--- config.mk ---
export PLATFORM = sky130hd
export DESIGN_NAME = mema_ctrl
export DESIGN_NICKNAME = d
export VERILOG_FILES = /design/src/rtl/mema_ctrl.sv
export SDC_FILE = /design/constraint.sdc
export NUM_CORES = 1
export LEC_CHECK = 0
export BUFFER_PORTS_ARGS = -buffer_cell sky130_fd_sc_hd__buf_2
export CAP_MARGIN = 20
export CORE_UTILIZATION = 45
export DETAILED_ROUTE_END_ITERATION = 12
export PLACE_DENSITY = 0.78
export REMOVE_ABC_BUFFERS = 1
export SLEW_MARGIN = 20
export SYNTH_ARGS = -nofsm -noshare
export SYNTH_HDL_FRONTEND = slang
export SYNTH_SLANG_ARGS = --single-unit
--- constraint.sdc ---
create_clock -name clk -period 2.43 [get_ports clk]
set_input_delay 0.1215 -clock clk [delete_from_list [all_inputs] [get_ports clk]]
set_output_delay 0.1215 -clock clk [all_outputs]
set_load 0.01 [all_outputs]
--- src/rtl/mema_ctrl.sv ---
// mema_ctrl: A-operand buffer sequencer that loads DIM rows, then streams one operand window.
// Define MEMA_CTRL_ABORT_EN to add the abort input.
module mema_ctrl #(
   parameter int BITS_AB = 8,
   parameter int DIM = 8
) (
   input  logic clk,
   input  logic rst,
   input  logic load_req,
   input  logic row_valid,
   output logic row_ready,
   input  logic signed [BITS_AB-1:0] row_data [DIM-1:0],
   input  logic go,
`ifdef MEMA_CTRL_ABORT_EN
   input  logic abort,
`endif
   output logic a_en,
   output logic a_wren,
   output logic [$clog2(DIM)-1:0] a_row,
   output logic signed [BITS_AB-1:0] a_in [DIM-1:0],
   output logic loaded,
   output logic busy,
   output logic done
);
   localparam int STREAM_LEN = 3*DIM-2;
   localparam int RW = $clog2(DIM);
   localparam int SW = $clog2(3*DIM);
   localparam logic [RW:0] LAST_ROW = (RW+1)'(DIM-1);
   localparam logic [SW-1:0] LAST_BEAT = SW'(STREAM_LEN-1);
   localparam logic [RW:0] ROW_ONE = (RW+1)'(1);
   localparam logic [SW-1:0] BEAT_ONE = SW'(1);

   typedef enum logic [2:0] {IDLE, LOAD, LOADED, STREAM, DONE} state_t;

   state_t state, state_nx;
   logic [RW:0] row_cnt;
   logic [SW-1:0] stream_cnt;
   logic kill, beat;

`ifdef MEMA_CTRL_ABORT_EN
   assign kill = abort && (state == LOAD || state == LOADED || state == STREAM);
`else
   assign kill = 1'b0;
`endif
   assign row_ready = state == LOAD;
   assign busy = state != IDLE;
   assign beat = row_valid && row_ready && !kill;

   always_comb begin
      state_nx = state;
      if (kill) state_nx = IDLE;
      else
         unique case (state)
            IDLE:    if (load_req) state_nx = LOAD;
            LOAD:    if (beat && row_cnt == LAST_ROW) state_nx = LOADED;
            LOADED:  if (go) state_nx = STREAM;
            STREAM:  if (stream_cnt == LAST_BEAT) state_nx = DONE;
            DONE:    state_nx = IDLE;
            default: state_nx = IDLE;
         endcase
   end

   // Status strobes are flopped from the next state so they are glitch-free.
   always_ff @(posedge clk) begin
      if (rst) begin
         state <= IDLE;
         row_cnt <= '0;
         stream_cnt <= '0;
         a_wren <= 1'b0;
         a_en <= 1'b0;
         loaded <= 1'b0;
         done <= 1'b0;
         a_row <= '0;
         a_in <= '{default: '0};
      end else begin
         state <= state_nx;
         a_wren <= beat;
         a_en <= state_nx == STREAM;
         loaded <= state_nx == LOADED;
         done <= state_nx == DONE;
         if (beat) begin
            a_in <= row_data;
            a_row <= row_cnt[RW-1:0];
         end
         row_cnt <= (state == IDLE && load_req) ? '0 : beat ? row_cnt + ROW_ONE : row_cnt;
         stream_cnt <= (state == LOADED && go) ? '0 : state == STREAM ? stream_cnt + BEAT_ONE : stream_cnt;
      end
   end
endmodule

Word-level counts from Yosys, hierarchy flattened --
Index checks and enable logic that the tools add are counted. Widths: inputs -> output; s select.
Word-level totals: register bits 83, latch bits 0, memory bits (writable) 0, bits in read-only memories 0, input port bits 69, output and inout bits 73, word-level logic and storage cells 39, memories kept 0
Operators by class: add/subtract/negate cells 2, multipliers 0, div/mod/pow operators 0, order comparisons 0, eq/ne operators 8, shift operators 0, muxes and demuxes 5, bitwise gates (word level) 0, reductions and logical operators 8
Operator list (number):
- $eq 3x2->1 const B | 4
- $mux 3 | 4
- $pmux 3 s4 | 1
- $add 5x1->5 const B | 1
- $eq 5x5->1 const B | 1
- $add 4x1->4 const B | 1
- $eq 4x3->1 const B | 1
- $logic_and 1x1->1 | 4
- $reduce_or 2->1 | 2
- $eq 3x1->1 const B | 1
- $eq 3x3->1 const B | 1
- $logic_not 3->1 | 1
- $reduce_bool 3->1 | 1

Depth between registers and ports, before layout --
Gate-level depths: netlist of the first run.
depth in word-level cells 6, mapped depth 7, gate-level depth less buffers 5

Worst setup path before layout of the first run --
Ideal clock, no wire load.
path kind register -> register, start register stream_cnt[1], end register loaded, library setup time 0.122 ns, arrival time 1.544 ns, data required time 2.308 ns, slack 0.763 ns, cell stages (with the launch flop) 6, buffers on the path 0, period minus slack after synthesis 1.667 ns, cells stage by stage dfxtp_1 > inv_1 > ha_1 > and4b_1 > mux4_1 > o2bb2a_1
On the way: cells in the longest elaborated chain, start to end 4
RTL lines:
- start, declared | line 37 | logic [SW-1:0] stream_cnt;
- start signal, assigned | line 86 | stream_cnt <= (state == LOADED && go) ? '0 : state == STREAM ? stream_cnt + BEAT_ONE : stream_cnt;
- $eq 5x5->1 | line 57 | STREAM: if (stream_cnt == LAST_BEAT) state_nx = DONE;
- $mux 3 | line 57
- $pmux 3 s4 | line 53 | unique case (state)
- $eq 3x2->1 | line 79 | loaded <= state_nx == LOADED;
- end signal, assigned | line 71 | loaded <= 1'b0;
- end signal, assigned | line 79
- end, declared | line 21 | output logic loaded,
Every way passes these cells. A chain may end at the register's enable or synchronous reset.

Worst setup path in the final report of the first run --
start register state[0], end register a_en
On the way: cells in the longest elaborated chain, start to end 6, elaborated cells between the ends (all ways) 12, classes of those cells eq/ne (4); mux (5); reduce/logical (3)
RTL lines:
- start, declared | line 35 | state_t state, state_nx;
- start signal, assigned | line 76 | state <= state_nx;
- $eq 3x1->1 | line 45, 53
- $logic_and 1x1->1 | line 47 | assign beat = row_valid && row_ready && !kill;
- $logic_and 1x1->1 | line 55 | LOAD: if (beat && row_cnt == LAST_ROW) state_nx = LOADED;
- $mux 3 | line 55
- $pmux 3 s4 * | line 53
- $eq 3x2->1 * | line 78 | a_en <= state_nx == STREAM;
- end signal, assigned | line 70 | a_en <= 1'b0;
- end signal, assigned | line 78
- end, declared | line 17 | output logic a_en,
Every way passes the cells marked *; elsewhere a longest branch is shown, timed or not.

==> Implementation_results.wiki, run 1 <==
{| class="wikitable"
! Metric !! Value
|-
| Result of the run || finished, violations left
|-
| Violated checks || DRC
|-
| Critical Path Sink Type || register
|-
| CTS Root Buffer Type || clkbuf_8
|-
| Launching point of the worst reg2reg path || state[0]$_SDFF_PP0_
|-
| Maximum number of pins on one net before global-route repair || 69
|-
| Most frequent cells in the layout || buf_2 (141), nand2_1 (138), dfxtp_1 (83)
|-
| Portion of the post-synthesis area used by sequential elements || 54.49%
|-
| Source-to-sink clock delay at the later pin of the worst-skew pair || 0.34 ns
|-
| R2R Setup Slk || 0.63 ns
|-
| First-pass iteration count of the detailed router || 8
|-
| Actual slew at the worst max-slew pin || 0.6364 ns
|-
| Final Skew || 0.007063 ns
|-
| Required time worst endpoint || 2.69 ns
|-
| Max-slew violation count || 0
|-
| Routed length per instance || 11.95 µm
|-
| Setup TNS || 0 ns
|-
| Final critical delay including setup and external delays || 1.802 ns
|-
| Number of violations reported at the end of detailed-routing iteration 0 || 113
|-
| Post-CTS Setup Inserts || 0
|-
| Core region area || 6459 µm²
|-
| Met1 capacity usage during global routing || 21.93%
|-
| Post-route fraction of the period consumed by the critical path || 74.15%
|-
| Data arrival time of the critical path || 2.06 ns
|-
| Number of cells on the worst hold path || 3
|-
| Reported max-cap violation count || 0
|-
| Row cnt || 29
|-
| Ratio of total power to cell area || 648.5 nW/µm²
|-
| Detail-routed via count per cell || 4.935
|-
| Path category of the worst min-delay check || primary input to register
|-
| Resize count post-CTS || 0
|-
| X dimension of the die || 84.32 µm
|-
| Leak || 1.852 nW
|-
| Endpoint of the worst hold path || a_in[2]$_SDFFE_PP0P_
|-
| CTS Buf Count || 9
|-
| Share of post-route cells with drive strength above 1 || 32.35%
|-
| Max-slew headroom || 57.57%
|-
| Final weighted congestion of routability-driven global placement || 0.7562
|-
| H-Tree Level Count || 3
|-
| Grt met2 use || 35.54%
|-
| Routed Antenna Nets || 0
|-
| CTS tree || built
|-
| Clk slew on worst S/H paths || 0.07 ns
|-
| Syn Inst Count || 370
|-
| Sinks on the clock net || 83
|-
| Type of the worst setup path || register to register
|-
| Commonest non-fill, non-tap cell in the layout || buf_2
|-
| Total inserted antenna cells || 0
|-
| Net total in the final layout || 579
|-
| Reg2Reg Depth || 3
|-
| Buffers added on ports || 141
|-
| Wire length of the first global-routing pass || 11430 µm
|-
| Portion of synthesized cell area occupied by the leading cell type || 54.49%
|-
| Maximum vdd ir drop || 0.4826 mV
|-
| Number of filler cells placed in the layout || 580
|-
| Final critical-path setup slack || 0.6281 ns
|-
| Vias || 2897
|-
| Global Route Usage Sum || 19.92%
|-
| Die Ht || 84.32 µm
|-
| RSZ-0062 raised after global routing || no
|-
| Critical path launch point type || register
|-
| Final global-route overflow total || 0
|-
| Most Used Layer, Global Route || met2
|-
| Area growth syn-to-layout || 32.99%
|-
| Drt total wl || 7017 µm
|-
| Synth Cell Area || 3049 µm²
|-
| Mapped Avg Cell Area || 8.241 µm²
|-
| Number of remaining DRC errors || 10
|-
| Warning count from the yosys run || 0
|-
| Maximum root-to-sink buffer count || 2
|-
| Starting density of the core || 47.21%
|-
| Leading post-synthesis cells by cell area || dfxtp_1 (54%), nand2_1 (17%), a21oi_1 (11%)
|-
| Hold Buf Count CTS || 8
|-
| Count of cell types in the netlist || 36
|-
| Hold Violations, Final || 0
|-
| Worst setup slack before clock tree synthesis || 0.6357 ns
|-
| Final setup fails || 0
|-
| Die Area || 7109 µm²
|-
| Routing usage on met3 || 5.408%
|-
| Flip-flop and latch count after synthesis || 83
|-
| Via count of the first global-routing pass || 2719
|-
| Num ports || 142
|-
| Timing startpoint of the critical path || state[0]$_SDFF_PP0_
|-
| Critical path fanouts, max || 10
|-
| Post-synth top area cell || dfxtp_1
|-
| Placed wire-length estimate after detailed placement || 4716 µm
|-
| FMAX || 0.5550 GHz
|-
| Worst hold start || row_data[2]
|-
| Antenna violations before repair || 0
|-
| Reg-to-reg endpoint || a_en$_SDFF_PP0_
|}
-- worst max path at each step --
stage / end / cells past startpoint
3_3_place_gp: a_en$_SDFF_PP0_ / 3
5_1_grt: a_en$_SDFF_PP0_ / 3
6_report: a_en$_SDFF_PP0_ / 3
2_1_floorplan: row_cnt[2]$_SDFFE_PP0P_ / 3
3_5_place_dp: a_en$_SDFF_PP0_ / 3
4_1_cts: a_en$_SDFF_PP0_ / 3
-- report_power, final --
| group | switching [mW] | internal [mW] | leakage (nW) |
|---|---|---|---|
| Clock | 0.440 | 0.489 | 0.0950 |
| Sequential | 0.0244 | 1.41 | 0.674 |
| Combinational | 0.148 | 0.122 | 1.08 |
| Total | 0.612 | 2.02 | 1.85 |
-- per-layer routing --
layer	wire length, µm	vias to the layer above	part of all wire (%)
met1	3062	1300	44
met4	144	0	2.1
met2	3292	105	47
li1	-	1478	-
met3	517	14	7.4
met5	0	-	0
-- cells by family (layout without fill, tap and decap cells) --
| family | after synthesis | after routing | share of synthesized area [%] |
|---|---|---|---|
| adders and majority gates | 3 | 3 | 1.231 |
| xor gates and xnor gates | 3 | 3 | 0.8619 |
| AOI/OAI and AO/OA | 79 | 79 | 13.95 |
| muxes | 2 | 2 | 1.190 |
| and+or+nand+nor | 167 | 167 | 23.72 |
| buffers and inverters | 33 | 173 | 4.555 |
| DFF | 83 | 83 | 54.49 |
-- metrics by stage --
step	hold slack [ns]	total power, mW	util [%]	cells	instance area [µm²]
floorplan	0.1906	1.573	-	343	2933
global placement	0.3611	1.719	58.74	565	3794
detailed placement	0.3661	1.725	58.74	565	3794
CTS	0.00006972	2.665	62.79	587	4055
global route	0.004102	2.751	62.79	587	4055
finish	0.01486	2.630	62.79	587	4055
-- final cells by class --
cell class              instances  area [µm²]  share of cell area (%)
well taps                      77       96.34                   2.376
repair buffers                153       828.3                   20.43
flip-flops and latches         83        1662                   40.97
multi-input cells             254        1265                   31.19
clock inverters                 3       40.04                  0.9873
clock buffers                  11       141.4                   3.487
inverters                       6       22.52                  0.5554
-- Yosys cell counts, drive strengths merged --
cell type / instances
inv: 6
mux4: 1
clkbuf: 20
nand4b: 1
a21oi: 70
nand2b: 2
or4: 2
or3b: 2
nand4: 1
a211oi: 2
a2111o: 1
a2bb2oi: 1
o31ai: 1
and4bb: 1
o21ai: 2
xor2: 1
nor3: 1
ha: 3
nor2: 8
nand4bb: 2
o21bai: 1
or3: 3
and3b: 1
xnor2: 2
and4b: 2
nand2: 138
nand3: 1
dfxtp: 83
mux2i: 1
buf: 7
nand3b: 2
o2bb2a: 1
-- critical path, stage by stage, from the launching register on --
cell      delay (ns)
dfxtp_1         0.51
or3b_4          0.45
or4_4           0.54
a211oi_2        0.22
-- registers in the layout, summed over array words and instances, names as in the netlist --
signal / cells
a_en: 1
a_in: 64
a_row: 3
a_wren: 1
done: 1
loaded: 1
row_cnt: 4
state: 3
stream_cnt: 5
No activity file was read; power rests on OpenSTA's default activity.
==> inputs of run 2 (changes only) <==
--- a/config.mk
+++ b/config.mk
@@ -7,9 +7,9 @@
 export LEC_CHECK = 0
 export BUFFER_PORTS_ARGS = -buffer_cell sky130_fd_sc_hd__buf_2
 export CAP_MARGIN = 20
-export CORE_UTILIZATION = 45
+export CORE_UTILIZATION = 41
 export DETAILED_ROUTE_END_ITERATION = 12
-export PLACE_DENSITY = 0.78
+export PLACE_DENSITY = 0.75
 export REMOVE_ABC_BUFFERS = 1
 export SLEW_MARGIN = 20
 export SYNTH_ARGS = -nofsm -noshare
==> constraint.sdc (replaced) <==
create_clock -name clk -period 1.65 [get_ports clk]
set_input_delay 0.0825 -clock clk [delete_from_list [all_inputs] [get_ports clk]]
set_output_delay 0.0825 -clock clk [all_outputs]
set_load 0.01 [all_outputs]
==> Implementation_results.wiki, run 2 (synthesis gave the netlist of run 1 again) <==
{| class="wikitable"
! Metric !! Value
|-
| Clk slew on worst S/H paths || 0.08 ns (was 0.07 ns)
|-
| RSZ-0062 raised after global routing || yes (was no)
|-
| Detail-routed via count per cell || 4.719 (was 4.935)
|-
| CTS tree || built (unchanged)
|-
| Critical Path Sink Type || register (unchanged)
|-
| Final critical delay including setup and external delays || 1.612 ns (was 1.802 ns)
|-
| Critical path fanouts, max || 3 (was 10)
|-
| Buffers added on ports || 141 (unchanged)
|-
| Util after Layout || 65.78% (was 62.79%)
|-
| Max reg flops || 64 (unchanged)
|-
| Final setup fails || 0 (unchanged)
|-
| Top register by number of flip-flops || a_in (unchanged)
|-
| Ratio of total power to cell area || 840.3 nW/µm² (was 648.5 nW/µm²)
|-
| Maximum number of pins on one net before global-route repair || 43 (was 69)
|-
| Required time worst endpoint || 1.88 ns (was 2.69 ns)
|-
| Antenna violations before repair || 0 (unchanged)
|-
| Number of filler cells placed in the layout || 588 (was 580)
|-
| Actual slew at the worst max-slew pin || 0.4362 ns (was 0.6364 ns)
|-
| Cell area after placement || 3921 µm² (was 3794 µm²)
|-
| Share of post-route cells with drive strength above 1 || 31.31% (was 32.35%)
|-
| Number of remaining DRC errors || 0 (was 10)
|-
| Critical path launch point type || register (unchanged)
|-
| Drt total wl || 8451 µm (was 7017 µm)
|-
| Vias || 3195 (was 2897)
|-
| First-pass iteration count of the detailed router || 4 (was 8)
|-
| H-Tree Level Count || 3 (unchanged)
|-
| Net total in the final layout || 645 (was 579)
|-
| Crit path max-delay family || multiplexers (was simple AND/OR/NAND/NOR gates)
|-
| Type of the worst setup path || register to register (unchanged)
|-
| Most frequent cells in the layout || buf_2 (141), nand2_1 (138), dfxtp_1 (82) (was buf_2 (141), nand2_1 (138), dfxtp_1 (83))
|-
| Core region area || 7214 µm² (was 6459 µm²)
|-
| Hold Violations, Final || 0 (unchanged)
|-
| Min Hold Slack || 0.02118 ns (was 0.01486 ns)
|-
| Max-slew headroom || 70.92% (was 57.57%)
|-
| FMAX || 0.6204 GHz (was 0.5550 GHz)
|-
| Path category of the worst min-delay check || primary input to register (unchanged)
|-
| Final weighted congestion of routability-driven global placement || 0.7701 (was 0.7562)
|-
| Num ports || 142 (unchanged)
|-
| Maximum vdd ir drop || 0.5281 mV (was 0.4826 mV)
|-
| Post-layout instance area || 4746 µm² (was 4055 µm²)
|-
| Data arrival time of the critical path || 1.84 ns (was 2.06 ns)
|-
| Die Area || 7786 µm² (was 7109 µm²)
|-
| Starting density of the core || 42.26% (was 47.21%)
|-
| CTS Buf Count || 9 (unchanged)
|-
| Commonest non-fill, non-tap cell in the layout || buf_2 (unchanged)
|-
| Sinks on the clock net || 83 (unchanged)
|-
| Standard cell with the maximum stage delay on the critical path || mux4_2 (was or4_4)
|-
| Row cnt || 31 (was 29)
|-
| Dpl cells || 597 (was 565)
|-
| Total buffers and inverters traversed by the critical path || 1 (was 0)
|-
| Number of violations reported at the end of detailed-routing iteration 0 || 117 (was 113)
|-
| Post-CTS Setup Inserts || 0 (unchanged)
|-
| Slowest cell delay on critical path || 0.48 ns (was 0.54 ns)
|-
| Count of placed standard cells in the final layout, fillers left out || 677 (was 587)
|-
| Reported max-cap violation count || 0 (unchanged)
|-
| Placed wire-length estimate after detailed placement || 5059 µm (was 4716 µm)
|-
| Total inserted antenna cells || 0 (unchanged)
|-
| Wire length of the first global-routing pass || 13330 µm (was 11430 µm)
|-
| Area growth syn-to-layout || 55.64% (was 32.99%)
|-
| Routed Antenna Nets || 0 (unchanged)
|-
| Max-slew violation count || 0 (unchanged)
|-
| Largest registers || a_in (64), stream_cnt (5), row_cnt (4) (unchanged)
|-
| X dimension of the die || 88.24 µm (was 84.32 µm)
|-
| Final Skew || 0.006173 ns (was 0.007063 ns)
|-
| Source-to-sink clock delay at the later pin of the worst-skew pair || 0.34 ns (about the same)
|-
| Post-route fraction of the period consumed by the critical path || 97.68% (was 74.15%)
|-
| Via count of the first global-routing pass || 3188 (was 2719)
|-
| Maximum root-to-sink buffer count || 2 (unchanged)
|-
| Final global-route overflow total || 0 (unchanged)
|-
| Result of the run || finished clean (was finished, violations left)
|-
| Die Ht || 88.24 µm (was 84.32 µm)
|-
| CTS Root Buffer Type || clkbuf_8 (unchanged)
|-
| Leak || 2.139 nW (was 1.852 nW)
|-
| Final Total Pwr || 3.988 mW (was 2.630 mW)
|-
| Global Route Usage Sum || 21.71% (was 19.92%)
|-
| Routed length per instance || 12.48 µm (was 11.95 µm)
|-
| Cell-by-cell listing of the critical path || inv_1 -> ha_1 -> and4b_1 -> mux4_2 -> o2bb2a_2 (was or3b_4 -> or4_4 -> a211oi_2)
|}
run 2: cell types whose count changed in the layout (fill, tap and decap cells not counted), sizes merged:
cell | previous run | this run
dlygate4sd3 | 8 | 64
buf | 145 | 155
inv | 6 | 9
bufinv | 1 | 0
clkbuf | 11 | 10
clkinvlp | 0 | 1
run 2: metrics by stage:
step	setup slack (ns)	TNS, ns
2_1_floorplan	-1.286	-58.36
5_1_grt	-0.02677	-0.05703
3_3_place_gp	0.02703	0
4_1_cts	0.0002631	0
6_report	0.03821	0
3_5_place_dp	-0.04981	-0.07310
run 2: final cells by class:
cell class                 count  area (µm²)  share of cell area [%]
clock buffer                  10       137.6                   2.900
sequential                    83        1663                   35.04
clock inverter                 6       47.55                   1.002
multi-input combinational    254        1262                   26.60
timing repair buffer         219        1489                   31.37
inverter                       6       22.52                  0.4746
tap                           99       123.9                   2.610
run 2: final timing paths:
| check | startpoint | cells after the start | slack [ns] | endpoint |
|---|---|---|---|---|
| max | stream_cnt[1]$_SDFFE_PP0N_ | 5 | 0.04 | loaded$_SDFF_PP0_ |
| min | rst | 2 | 0.02 | state[2]$_SDFF_PP0_ |
| max reg2reg | stream_cnt[1]$_SDFFE_PP0N_ | 5 | 0.04 | loaded$_SDFF_PP0_ |
| min reg2reg | a_in[40]$_SDFFE_PP0P_ | 2 | 0.45 | a_in[40]$_SDFFE_PP0P_ |
run 2: what timing repair did:
item,in CTS,in global routing
endpoints found under the hold margin,64,0
hold buffers,64,0
resized for setup,2,1
endpoints found under the setup margin,2,3
pin swaps,0,1
run 2: where the power goes:
group | leakage (nW) | internal [mW] | switching (mW)
clock | 0.0937 | 0.604 | 0.742
sequential | 0.675 | 2.07 | 0.0328
combinational | 1.37 | 0.284 | 0.254
total | 2.14 | 2.96 | 1.03
run 2: layer usage:
layer | share of wire, % | up-vias | global-route usage [%]
li1 | - | 1612 | -
met1 | 41 | 1467 | 22.68
met2 | 52 | 106 | 40.84
met3 | 5.8 | 10 | 5.597
met4 | 0.95 | 0 | 9.384
met5 | 0 | - | 0
